$ cat src/rtl/pad_in_conditioner.sv
// Pad input conditioner: synchroniser, optional inversion, per-channel debounce and edge pulses.
// Define PAD_IN_EVENT_LATCH_EN to build the sticky edge-event register and its interrupt.
module pad_in_conditioner #(
  parameter int               NumIn          = 16,
  parameter int               SyncStages     = 2,
  parameter int               DebounceCycles = 1000,
  parameter logic [NumIn-1:0] InvertMask     = '0,
  parameter logic [NumIn-1:0] ResetVal       = '0
) (
  input  logic             clk_sys_i,
  input  logic             rst_sys_ni,
  input  logic [NumIn-1:0] pad_i,
  input  logic [NumIn-1:0] rise_en_i,
  input  logic [NumIn-1:0] fall_en_i,
  input  logic [NumIn-1:0] clr_i,
  output logic [NumIn-1:0] level_o,
  output logic [NumIn-1:0] rise_o,
  output logic [NumIn-1:0] fall_o,
  output logic [NumIn-1:0] event_o,
  output logic             irq_o
);

  logic [NumIn-1:0] sync_q [SyncStages];
  logic [NumIn-1:0] s;
  logic [NumIn-1:0] level_d, level_q, level_dly_q;

  always_ff @(posedge clk_sys_i or negedge rst_sys_ni) begin
    if (!rst_sys_ni) begin
      for (int k = 0; k < SyncStages; k++) sync_q[k] <= '0;
    end else begin
      sync_q[0] <= pad_i;
      for (int k = 1; k < SyncStages; k++) sync_q[k] <= sync_q[k-1];
    end
  end

  assign s = sync_q[SyncStages-1] ^ InvertMask;

  if (DebounceCycles == 0) begin : g_bypass
    assign level_d = s;
  end else begin : g_debounce
    localparam int CntW = $clog2(DebounceCycles + 1);
    localparam logic [CntW-1:0] CntTerm = CntW'(DebounceCycles - 1);

    logic [CntW-1:0] cnt_d [NumIn];
    logic [CntW-1:0] cnt_q [NumIn];

    // A channel only moves after s has disagreed with level for DebounceCycles straight cycles.
    always_comb begin
      level_d = level_q;
      for (int i = 0; i < NumIn; i++) begin
        cnt_d[i] = '0;
        if (s[i] != level_q[i]) begin
          if (cnt_q[i] == CntTerm) level_d[i] = s[i];
          else                     cnt_d[i]   = cnt_q[i] + 1'b1;
        end
      end
    end

    always_ff @(posedge clk_sys_i or negedge rst_sys_ni) begin
      if (!rst_sys_ni) begin
        for (int i = 0; i < NumIn; i++) cnt_q[i] <= '0;
      end else begin
        for (int i = 0; i < NumIn; i++) cnt_q[i] <= cnt_d[i];
      end
    end
  end

  // The delayed copy resets to the same value as level so reset release never pulses.
  always_ff @(posedge clk_sys_i or negedge rst_sys_ni) begin
    if (!rst_sys_ni) begin
      level_q     <= ResetVal;
      level_dly_q <= ResetVal;
    end else begin
      level_q     <= level_d;
      level_dly_q <= level_q;
    end
  end

  assign level_o = level_q;
  assign rise_o  = level_q & ~level_dly_q;
  assign fall_o  = ~level_q & level_dly_q;

`ifdef PAD_IN_EVENT_LATCH_EN
  logic [NumIn-1:0] event_d, event_q;
  logic             irq_q;

  // A new capture in the same cycle as a clear takes priority.
  assign event_d = (event_q & ~clr_i) | (rise_o & rise_en_i) | (fall_o & fall_en_i);

  always_ff @(posedge clk_sys_i or negedge rst_sys_ni) begin
    if (!rst_sys_ni) begin
      event_q <= '0;
      irq_q   <= 1'b0;
    end else begin
      event_q <= event_d;
      irq_q   <= |event_d;
    end
  end

  assign event_o = event_q;
  assign irq_o   = irq_q;
`else
  logic unused_event_inputs;
  assign unused_event_inputs = ^{rise_en_i, fall_en_i, clr_i};
  assign event_o = '0;
  assign irq_o   = 1'b0;
`endif

endmodule

$ cat config.mk
export PLATFORM = sky130hd
export DESIGN_NAME = pad_in_conditioner
export DESIGN_NICKNAME = d
export VERILOG_FILES = /design/src/rtl/pad_in_conditioner.sv
export SDC_FILE = /design/constraint.sdc
export NUM_CORES = 1
export LEC_CHECK = 0
export ABC_AREA = 1
export CAP_MARGIN = 20
export CORE_ASPECT_RATIO = 0.75
export CORE_MARGIN = 2
export CORE_UTILIZATION = 38
export CTS_CLUSTER_SIZE = 8
export DETAILED_ROUTE_END_ITERATION = 16
export PLACE_DENSITY = 0.64
export SLEW_MARGIN = 10
export SYNTH_ARGS = -nofsm -noshare
export SYNTH_HDL_FRONTEND = slang
export SYNTH_SLANG_ARGS = --single-unit
$ cat constraint.sdc
create_clock -name clk_sys_i -period 1.35 [get_ports clk_sys_i]
set_input_delay 0.3375 -clock clk_sys_i [delete_from_list [all_inputs] [get_ports clk_sys_i]]
set_output_delay 0.3375 -clock clk_sys_i [all_outputs]
set_load 0.01 [all_outputs]
==> run_results.csv, run 1 <==
group,metric,value,unit
synthesis,yosysMostFrequentCell,"nor2_1",
synthesis,synth_edf_count,0,
synthesis,postSynth.asyncResetShare,100,%
route,route.met2.wl,8000,µm
sta,fin_skew,13.2,ps
critical_path,worstReg2RegStart,"level_o[9]",
route,drtIter0Drc,228,
run_status,violations,"setup timing",
sta,finalMaxSlewViolations,0,
cts,clk_latency,560,ps
route,wirelength,18200,µm
power_and_ir_drop,power_density,1100,nW/µm²
route,dr_total_vias,7337,
cts,cts_tree,"done",
route,antenna_left,0,
route,vias_per_cell,4.44,
sta,post-route-period-util,125,%
final_layout,finish.net_count,1385,
die,dieArea,28600,µm²
route,post_drt_wl_per_cell,11.0,µm
global_routing,grt_overflow,0,
min_path,hp-class,"in -> async",
critical_path,ff2ff_setup_slack,80,ps
synthesis,synth_largest_area_cell,"dfrtp_1",
power_and_ir_drop,clockPowerShare,46.5,%
critical_path,worstSetupPathType,"reg -> out",
synthesis,yosysSeqAreaShare,54.1,%
placement,gp_congestion,0.802,
route,wl_met1,9100,µm
final_layout,drive_gt1_share,22.7,%
placement,post-place-cells,1598,
cts,cts-root-buf,"clkbuf_16",
sta,min_period,1690,ps
synthesis,synth_top_area_share,54.1,%
sta,max_freq,591,MHz
critical_path,startpoint_type,"register",
synthesis,synth_area_leaders,"dfrtp_1 (54%), nor2_1 (8.9%), nand2_1 (5.5%), inv_1 (5.1%), nand3_1 (4.1%)",
global_routing,antenna_found_initial,0,
synthesis,synth_top_flop_cell,"dfrtp_1",
die,dieWidth,195,µm
power_and_ir_drop,peakVddDrop,0.885,mV
power_and_ir_drop,comb_power_share,4.3,%
global_routing,grt_usage,13.1,%
run_status,status,"finished, violations left",
final_layout,layout.cells.non_filler,1653,
power_and_ir_drop,p_leak,0.00596,µW
sta,finalHoldViolCount,0,
flow_run,drv_cap,0,
sta,rsz0062_at_grt,"yes",
cts,htreeDepth,1,
die,io_pins,131,
die,rows,52,
critical_path,crit_slowest_cell,"dfrtp_2",
synthesis,synth_area,10400,µm²
synthesis,yosys_warnings,0,
placement,portBuffers,65,
synthesis,synthTopCellsByCount,"nor2_1 (246), dfrtp_1 (224), nand2_1 (151)",
die,core-area,26900,µm²
sta,holdWs,217,ps
critical_path,worstRegToRegCells,6,
critical_path,cp_max_fo,3,
final_layout,finish.utilization,48.0,%
global_routing,grt_pass1_wl,32000,µm
route,remaining_drc_errors,0,
power_and_ir_drop,power,14200,µW
power_and_ir_drop,p_sw,3120,µW
critical_path,max_stage_delay,430,ps
power_and_ir_drop,seq_power_share,49.2,%
cts,cts.sinks,224,
final_layout,n_fill_cell,2547,
global_routing,grt_start_max_net_pins,50,
synthesis,synth_area_per_cell,9.21,µm²
synthesis,syn_inst,1125,
cts,clkTransAtPathRegs,50,ps
route,dr.pass1.iters,4,
cts,cts_made_buffers,31,
die,initial_core_util,38.6,%
synthesis,ys_types,26,
die,die_h,147,µm
critical_path,rr_endpoint,"g_debounce.cnt_q[68]",
critical_path,worstPathCellList,"buf_6 -> nor2_1 -> buf_2",
sta,layout_setup_ws,-342,ps
global_routing,grt_pass1_vias,7170,
cts,cts_buffer_depth,3,
critical_path,cp.arrival,1350,ps
critical_path,endpoint_kind,"output pin",
critical_path,critPathRequiredTime,1010,ps
route,route.met3.wl,764,µm
final_layout,antenna_cells,0,
route,routed.top_layer,"met4",
power_and_ir_drop,power_switching_share,21.9,%
synthesis,ys_ff_latch,224,
final_layout,syn_to_final_growth,24.4,%
power_and_ir_drop,p_int,11100,µW
placement,hpwl,12500,µm
sta,finalSetupViolCount,48,
-- sequential cells by signal, summed over array words and instances (netlist names) --
signal / cells
g_debounce.cnt_q: 160
level_dly_q: 16
level_o: 16
s: 16
sync_q: 16
-- logic make-up (layout without fill, tap and decap cells) --
kind of cell	after synthesis	in the layout	synth area share, %
compound gates	63	63	3.17
xor+xnor	67	67	6.60
fa+ha+maj	16	16	1.93
buf+inv	158	319	6.34
flops	224	224	54.1
other cells	1	17	0.0362
simple gates	596	596	27.8
-- stage by stage --
step	TNS, ps	cell area (µm²)	setup slack, ps
detailed placement	-1600	11900	-166
CTS	-11290	12700	-353
global placement	-1180	11900	-148
floorplan	0	10400	177
finish	-9450	12900	-342
global route	-12780	12900	-395
-- power groups by stage --
stage	registers, µW	clock network (µW)	logic [µW]
finish	7010	6630	613
floorplan	7090	0	347
global route	7020	7180	725
detailed placement	7110	0	609
CTS	7000	6920	612
global placement	7110	0	598
-- worst max-delay path, delay by kind of cell, from the launching register on --
kind | cells | cell delay [ps]
AND/OR/NAND/NOR | 1 | 90
buffers and inverters | 2 | 280
flip-flops | 1 | 430
-- cells in the final DEF, fill, tap and decap left out, types with 3 or more instances in the layout --
cell,instances
a21oi_1,51
a31oi_1,3
buf_12,4
buf_2,39
buf_4,61
buf_6,24
clkbuf_16,31
clkdlybuf4s50_1,16
conb_1,17
dfrtp_1,223
ha_1,14
inv_1,128
inv_2,9
inv_4,4
nand2_1,150
nand2_2,12
nand2_4,7
nand3_1,83
nand3_2,26
nand4_1,4
nor2_1,238
nor2_2,14
nor2_4,29
nor3_1,18
nor3_2,12
o21ai_0,5
xnor2_1,15
xor2_1,38
xor2_2,8
xor2_4,5
-- repair_timing --
action / CTS / global route
setup buffers: 16 / 10
gates resized for setup: 226 / 41
endpoints found under the hold margin: 224 / 0
hold buffers: 1 / 0
pin swaps: 15 / 5
setup endpoints to repair: 48 / 116
gates cloned: 0 / 0
-- worst max-delay path by stage --
stage                         start                    to  slack (ps)  cells after the start
4_1_cts                 level_o[13]            fall_o[13]        -350                      3
2_1_floorplan  g_debounce.cnt_q[30]  g_debounce.cnt_q[35]         180                      6
3_3_place_gp            level_o[13]           level_o[13]        -150                      2
6_report                level_o[13]            fall_o[13]        -340                      3
5_1_grt                 level_o[13]            fall_o[13]        -390                      3
3_5_place_dp            level_o[13]           level_o[13]        -170                      2
-- area by class of cell --
cell class	instances	area (µm²)	area share [%]
repair buffers	146	1190	9.22
clock buffers	31	776	6.01
well taps	351	439	3.40
clock inverters	1	20.0	0.155
flip-flops and latches	224	5610	43.5
multi-input cells	759	4330	33.6
inverters	141	539	4.18
-- layer usage --
metal  track usage, %  up-vias
met3             3.08       30
met4             3.00        0
met5                0        -
met2             21.0       89
met1             18.1     3400
li1                 -     3818
No activity file was read; power rests on OpenSTA's default activity.
==> inputs of run 2 (changes only) <==
--- a/config.mk
+++ b/config.mk
@@ -10,9 +10,10 @@
 export CORE_ASPECT_RATIO = 0.75
 export CORE_MARGIN = 2
 export CORE_UTILIZATION = 38
+export CTS_BUF_LIST = sky130_fd_sc_hd__clkbuf_16
 export CTS_CLUSTER_SIZE = 8
 export DETAILED_ROUTE_END_ITERATION = 16
-export PLACE_DENSITY = 0.64
+export PLACE_DENSITY = 0.65
 export SLEW_MARGIN = 10
 export SYNTH_ARGS = -nofsm -noshare
 export SYNTH_HDL_FRONTEND = slang
==> constraint.sdc (replaced) <==
create_clock -name clk_sys_i -period 2 [get_ports clk_sys_i]
set_input_delay 0.5 -clock clk_sys_i [delete_from_list [all_inputs] [get_ports clk_sys_i]]
set_output_delay 0.5 -clock clk_sys_i [all_outputs]
set_load 0.01 [all_outputs]
==> run 2 against run 1 <==
  * The flow now finishes without violations
  * Total power decreased by 33%
  * Die area unchanged
  * Final area decreased by 4.2%
  * Sequential power decreased by 33%
  * Clock skew decreased by 6.3 ps
  * Clock-buffer cell count unchanged
  * Global-route usage decreased by 0.33 points
  * Clock power decreased by 34%
  * Flip-flop and latch count unchanged
  * Critical path type unchanged
  * Largest cell class unchanged
  * Highest routed layer unchanged
==> run_results.csv, run 2 (synthesized netlist as in run 1, its figures left out) <==
group,metric,value,unit
run_status,status,"completed",
final_layout,regMostFlops,"g_debounce.cnt_q",
cts,cts-root-buf,"clkbuf_16",
sta,layout_setup_ws,67.8,ps
sta,rsz0062_at_grt,"no",
sta,finalMaxSlewViolations,0,
sta,finalHoldViolCount,0,
final_layout,syn_to_final_growth,19.3,%
die,dieWidth,195,µm
sta,max_freq,518,MHz
sta,setup_tns,0,ps
min_path,hp-class,"reg -> reg",
route,wirelength,17600,µm
die,rows,52,
critical_path,crit_buf_inv,1,
critical_path,max_stage_delay,540,ps
power_and_ir_drop,clockPowerShare,46.3,%
power_and_ir_drop,power_switching_share,21.6,%
die,die_h,147,µm
final_layout,largest_reg_flops,160,
sta,post-route-period-util,96.6,%
route,remaining_drc_errors,0,
placement,placed_area,11500,µm²
critical_path,startpoint_type,"register",
critical_path,crit_slowest_cell,"clkdlybuf4s50_1",
cts,cts_buffer_depth,3,
power_and_ir_drop,power,9520,µW
die,dieArea,28600,µm²
route,vias_per_cell,4.51,
final_layout,finish.net_count,1329,
route,post_drt_wl_per_cell,11.0,µm
final_layout,antenna_cells,0,
cts,cts_made_buffers,31,
cts,cts.sinks,224,
sta,finalSetupViolCount,0,
cts,clkTransAtPathRegs,50,ps
route,dr_total_vias,7191,
critical_path,cp_max_fo,4,
cts,htreeDepth,1,
critical_path,cp.arrival,1430,ps
cts,cts_tree,"done",
global_routing,grt_usage,12.7,%
placement,gp_congestion,0.801,
global_routing,grt_overflow,0,
placement,hpwl,11900,µm
route,drtIter0Drc,470,
global_routing,grt_start_max_net_pins,68,
sta,min_period,1930,ps
power_and_ir_drop,seq_power_share,49.7,%
final_layout,drive_gt1_share,14.2,%
critical_path,critPathRequiredTime,1500,ps
power_and_ir_drop,p_int,7460,µW
critical_path,worstPathCellList,"clkdlybuf4s50_1",
power_and_ir_drop,p_sw,2050,µW
die,initial_core_util,38.6,%
route,dr.pass1.iters,5,
power_and_ir_drop,peakVddDrop,0.630,mV
route,antenna_left,0,
die,core-area,26900,µm²
global_routing,grt_pass1_wl,31400,µm
critical_path,worstSetupPathType,"reg -> out",
placement,portBuffers,65,
final_layout,final_cell_mix,"nor2_1 (246), dfrtp_1 (212), nand2_1 (151)",
placement,pre_cts_slack,315,ps
final_layout,mostFrequentLayoutCell,"nor2_1",
flow_run,drv_cap,0,
sta,holdWs,344,ps
die,io_pins,131,
cts,clk_latency,530,ps
power_and_ir_drop,p_leak,0.00583,µW
global_routing,grt_pass1_vias,6796,
critical_path,crit_family,"buffers and inverters",
critical_path,endpoint_kind,"output pin",
power_and_ir_drop,comb_power_share,4.0,%
global_routing,antenna_found_initial,0,
sta,fin_skew,6.89,ps
final_layout,fin_area,12400,µm²
power_and_ir_drop,power_density,770,nW/µm²
[run 2: area by class of cell]
| type | count | area [µm²] |
|---|---|---|
| sequential | 224 | 5620 |
| multi-input combinational | 759 | 4160 |
| timing repair buffer | 90 | 833 |
| tap | 351 | 439 |
| fill | 2565 | 14500 |
| clock buffer | 31 | 776 |
| inverter | 141 | 529 |
[run 2: path summary, 6_finish.rpt]
| kind | slack (ps) | from | to | cells past startpoint |
|---|---|---|---|---|
| min in group asynchronous | 440 | rst_sys_ni | g_debounce.cnt_q[129] | 2 |
| hold / removal | 340 | sync_q[30] | s[14] | 0 |
| max in group asynchronous | 870 | rst_sys_ni | level_o[15] | 3 |
| hold reg to reg | 340 | sync_q[30] | s[14] | 0 |
| setup reg to reg | 650 | level_o[7] | g_debounce.cnt_q[85] | 6 |
| setup / recovery | 70 | level_o[0] | level_o[0] | 1 |
[run 2: metal layers]
layer	part of all wire [%]	vias up	GRT usage [%]
met4	2.1	0	3.04
met1	51	3311	18.6
li1	-	3721	-
met5	0	-	0
met2	42	127	19.4
met3	4.5	32	2.71
[run 2: power by group through the flow]
| stage | clock (µW) | combinational (µW) | sequential [µW] |
|---|---|---|---|
| finish | 4400 | 385 | 4730 |
| global route | 4790 | 451 | 4740 |
| CTS | 4610 | 398 | 4730 |
| detailed placement | 0 | 396 | 4800 |
| global placement | 0 | 391 | 4800 |
| floorplan | 0 | 234 | 4780 |
[run 2: timing repair]
item,CTS,global route
hold buffers,1,0
setup buffers,18,1
gates cloned,0,0
setup endpoints to repair,48,7
endpoints found under the hold margin,28,0
gates resized for setup,54,8
[run 2: per-stage QoR]
step                instances  utilization (%)
global route             1596             46.0
detailed placement       1545             42.7
floorplan                1141                -
global placement         1545             42.7
CTS                      1595             46.0
finish                   1596             46.0
==> inputs of run 3 (changes only) <==
--- a/config.mk
+++ b/config.mk
@@ -13,8 +13,11 @@
 export CTS_BUF_LIST = sky130_fd_sc_hd__clkbuf_16
 export CTS_CLUSTER_SIZE = 8
 export DETAILED_ROUTE_END_ITERATION = 16
+export GPL_ROUTABILITY_DRIVEN = 0
+export HOLD_SLACK_MARGIN = 0.02
 export PLACE_DENSITY = 0.65
 export SLEW_MARGIN = 10
 export SYNTH_ARGS = -nofsm -noshare
 export SYNTH_HDL_FRONTEND = slang
 export SYNTH_SLANG_ARGS = --single-unit
+export TNS_END_PERCENT = 20
==> run 3 against run 2 <==
  * Via count down 0.19%
  * Setup slack about the same
  * Final area is 0.39% lower
  * Maximum frequency about the same
  * Routed wire length fell by 0.39%
  * Sequential power hardly changed
  * Clock skew is 0.73 ps higher
  * Die area is the same
  * Total power is essentially flat
  * Critical path depth stayed put
  * Global-route usage shrank 0.061 points
  * Highest routed layer unchanged
==> run_results.csv, run 3 (synthesized netlist as in run 1, its figures left out) <==
group,metric,value,unit
critical_path,worstPathCellList,"clkdlybuf4s50_1",
global_routing,grt_start_max_net_pins,68,
critical_path,critPathRequiredTime,1500,ps
sta,post-route-period-util,96.6,%
sta,finalMaxSlewViolations,0,
min_path,whs_path_depth,0,
sta,finalSetupViolCount,0,
sta,max_freq,518,MHz
power_and_ir_drop,power_density,773,nW/µm²
sta,fin_skew,7.62,ps
final_layout,drive_gt1_share,13.8,%
route,wirelength,17500,µm
critical_path,cp_max_fo,4,
power_and_ir_drop,p_leak,0.00577,µW
critical_path,crit_slowest_cell,"clkdlybuf4s50_1",
power_and_ir_drop,peakVddDrop,0.630,mV
sta,min_period,1930,ps
final_layout,mostFrequentLayoutCell,"nor2_1",
cts,cts_tree,"done",
final_layout,finish.utilization,45.8,%
cts,cts_made_buffers,31,
final_layout,finish.net_count,1323,
final_layout,antenna_cells,0,
min_path,hp-class,"reg -> reg",
final_layout,regMostFlops,"g_debounce.cnt_q",
placement,portBuffers,65,
critical_path,cp.arrival,1430,ps
die,io_pins,131,
critical_path,ff2ff_setup_slack,660,ps
critical_path,rr_endpoint,"g_debounce.cnt_q[148]",
cts,clkTransAtPathRegs,50,ps
sta,finalHoldViolCount,0,
min_path,whs_endpoint,"s[14]",
final_layout,syn_to_final_growth,18.8,%
final_layout,largest_reg_flops,160,
critical_path,endpoint_kind,"output pin",
critical_path,crit_family,"buffers and inverters",
route,dr.pass1.iters,5,
die,initial_core_util,38.6,%
global_routing,grt_pass1_wl,31200,µm
critical_path,max_stage_delay,540,ps
cts,cts-root-buf,"clkbuf_16",
sta,setup_tns,0,ps
die,die_h,147,µm
critical_path,worstSetupPathType,"reg -> out",
critical_path,crit_buf_inv,1,
route,remaining_drc_errors,0,
die,dieWidth,195,µm
cts,clk_latency,530,ps
die,rows,52,
route,drtIter0Drc,445,
route,post_drt_wl_per_cell,11.0,µm
min_path,min_from,"sync_q[30]",
cts,cts_buffer_depth,3,
sta,rsz0062_at_grt,"no",
critical_path,worst-path-stages,1,
cts,htreeDepth,1,
global_routing,grt_pass1_vias,6790,
global_routing,grt_usage,12.7,%
global_routing,antenna_found_initial,0,
final_layout,final_cell_mix,"nor2_1 (246), dfrtp_1 (212), nand2_1 (151)",
die,dieArea,28600,µm²
route,dr_total_vias,7177,
critical_path,worstRegToRegCells,6,
route,vias_per_cell,4.51,
critical_path,worstReg2RegStart,"g_debounce.cnt_q[140]",
critical_path,startpoint_type,"register",
flow_run,drv_cap,0,
placement,hpwl,11900,µm
route,antenna_left,0,
global_routing,grt_overflow,0,
run_status,status,"completed",
die,core-area,26900,µm²
cts,cts.sinks,224,
-- run 3: changes by cell type in the layout (fill, tap and decap cells not counted) --
cell             delta
dlygate4sd2_1       +3
buf_4               -4
clkbuf_2            -2
clkdlybuf4s50_1     -1
dlymetal6s2s_1      -2
-- run 3: layout make-up --
class,instances,area [µm²]
Sequential cell,224,5620
Clock buffer,31,776
Fill cell,2578,14600
Timing Repair Buffer,84,785
Tap cell,351,439
Inverter,141,529
Multi-Input combinational cell,759,4160
-- run 3: routing by layer --
metal / wire [µm] / global-route usage, % / up-vias
li1: - / - / 3708
met1: 9040 / 18.5 / 3308
met2: 7320 / 19.3 / 125
met3: 794 / 2.71 / 36
met4: 385 / 3.12 / 0
met5: 0 / 0 / -
-- run 3: power breakdown --
| group | leakage [µW] | total [µW] | switching, µW | internal [µW] |
|---|---|---|---|---|
| sequential | 0.00299 | 4730 | 75.4 | 4650 |
| combinational | 0.00239 | 386 | 249 | 137 |
| clock | 0.000382 | 4410 | 1730 | 2670 |
-- run 3: worst max-delay path by stage --
stage,endpoint,slack [ps],start
after detailed placement,rise_o[4],320,level_o[4]
after floorplan,rise_o[15],800,level_o[15]
final,level_o[0],70,level_o[0]
after global placement,rise_o[4],330,level_o[4]
after global routing,level_o[0],20,level_o[0]
after CTS,level_o[11],3,level_o[11]
-- run 3: what timing repair did --
item / in CTS / in global routing
endpoints found under the setup margin: 48 / 2
hold buffers: 1 / 0
resized for setup: 57 / 2
buffers inserted: 13 / 0
endpoints found under the hold margin: 28 / 0
-- run 3: metrics by stage --
stage	instances	hold WS (ps)	setup slack, ps	power [µW]	area, µm²
2_1_floorplan	1141	204	798	5020	10400
3_3_place_gp	1545	332	328	5190	11500
3_5_place_dp	1545	335	315	5200	11500
4_1_cts	1590	346	2.71	9730	12300
5_1_grt	1590	352	22.6	9980	12300
6_report	1590	344	67.8	9520	12300
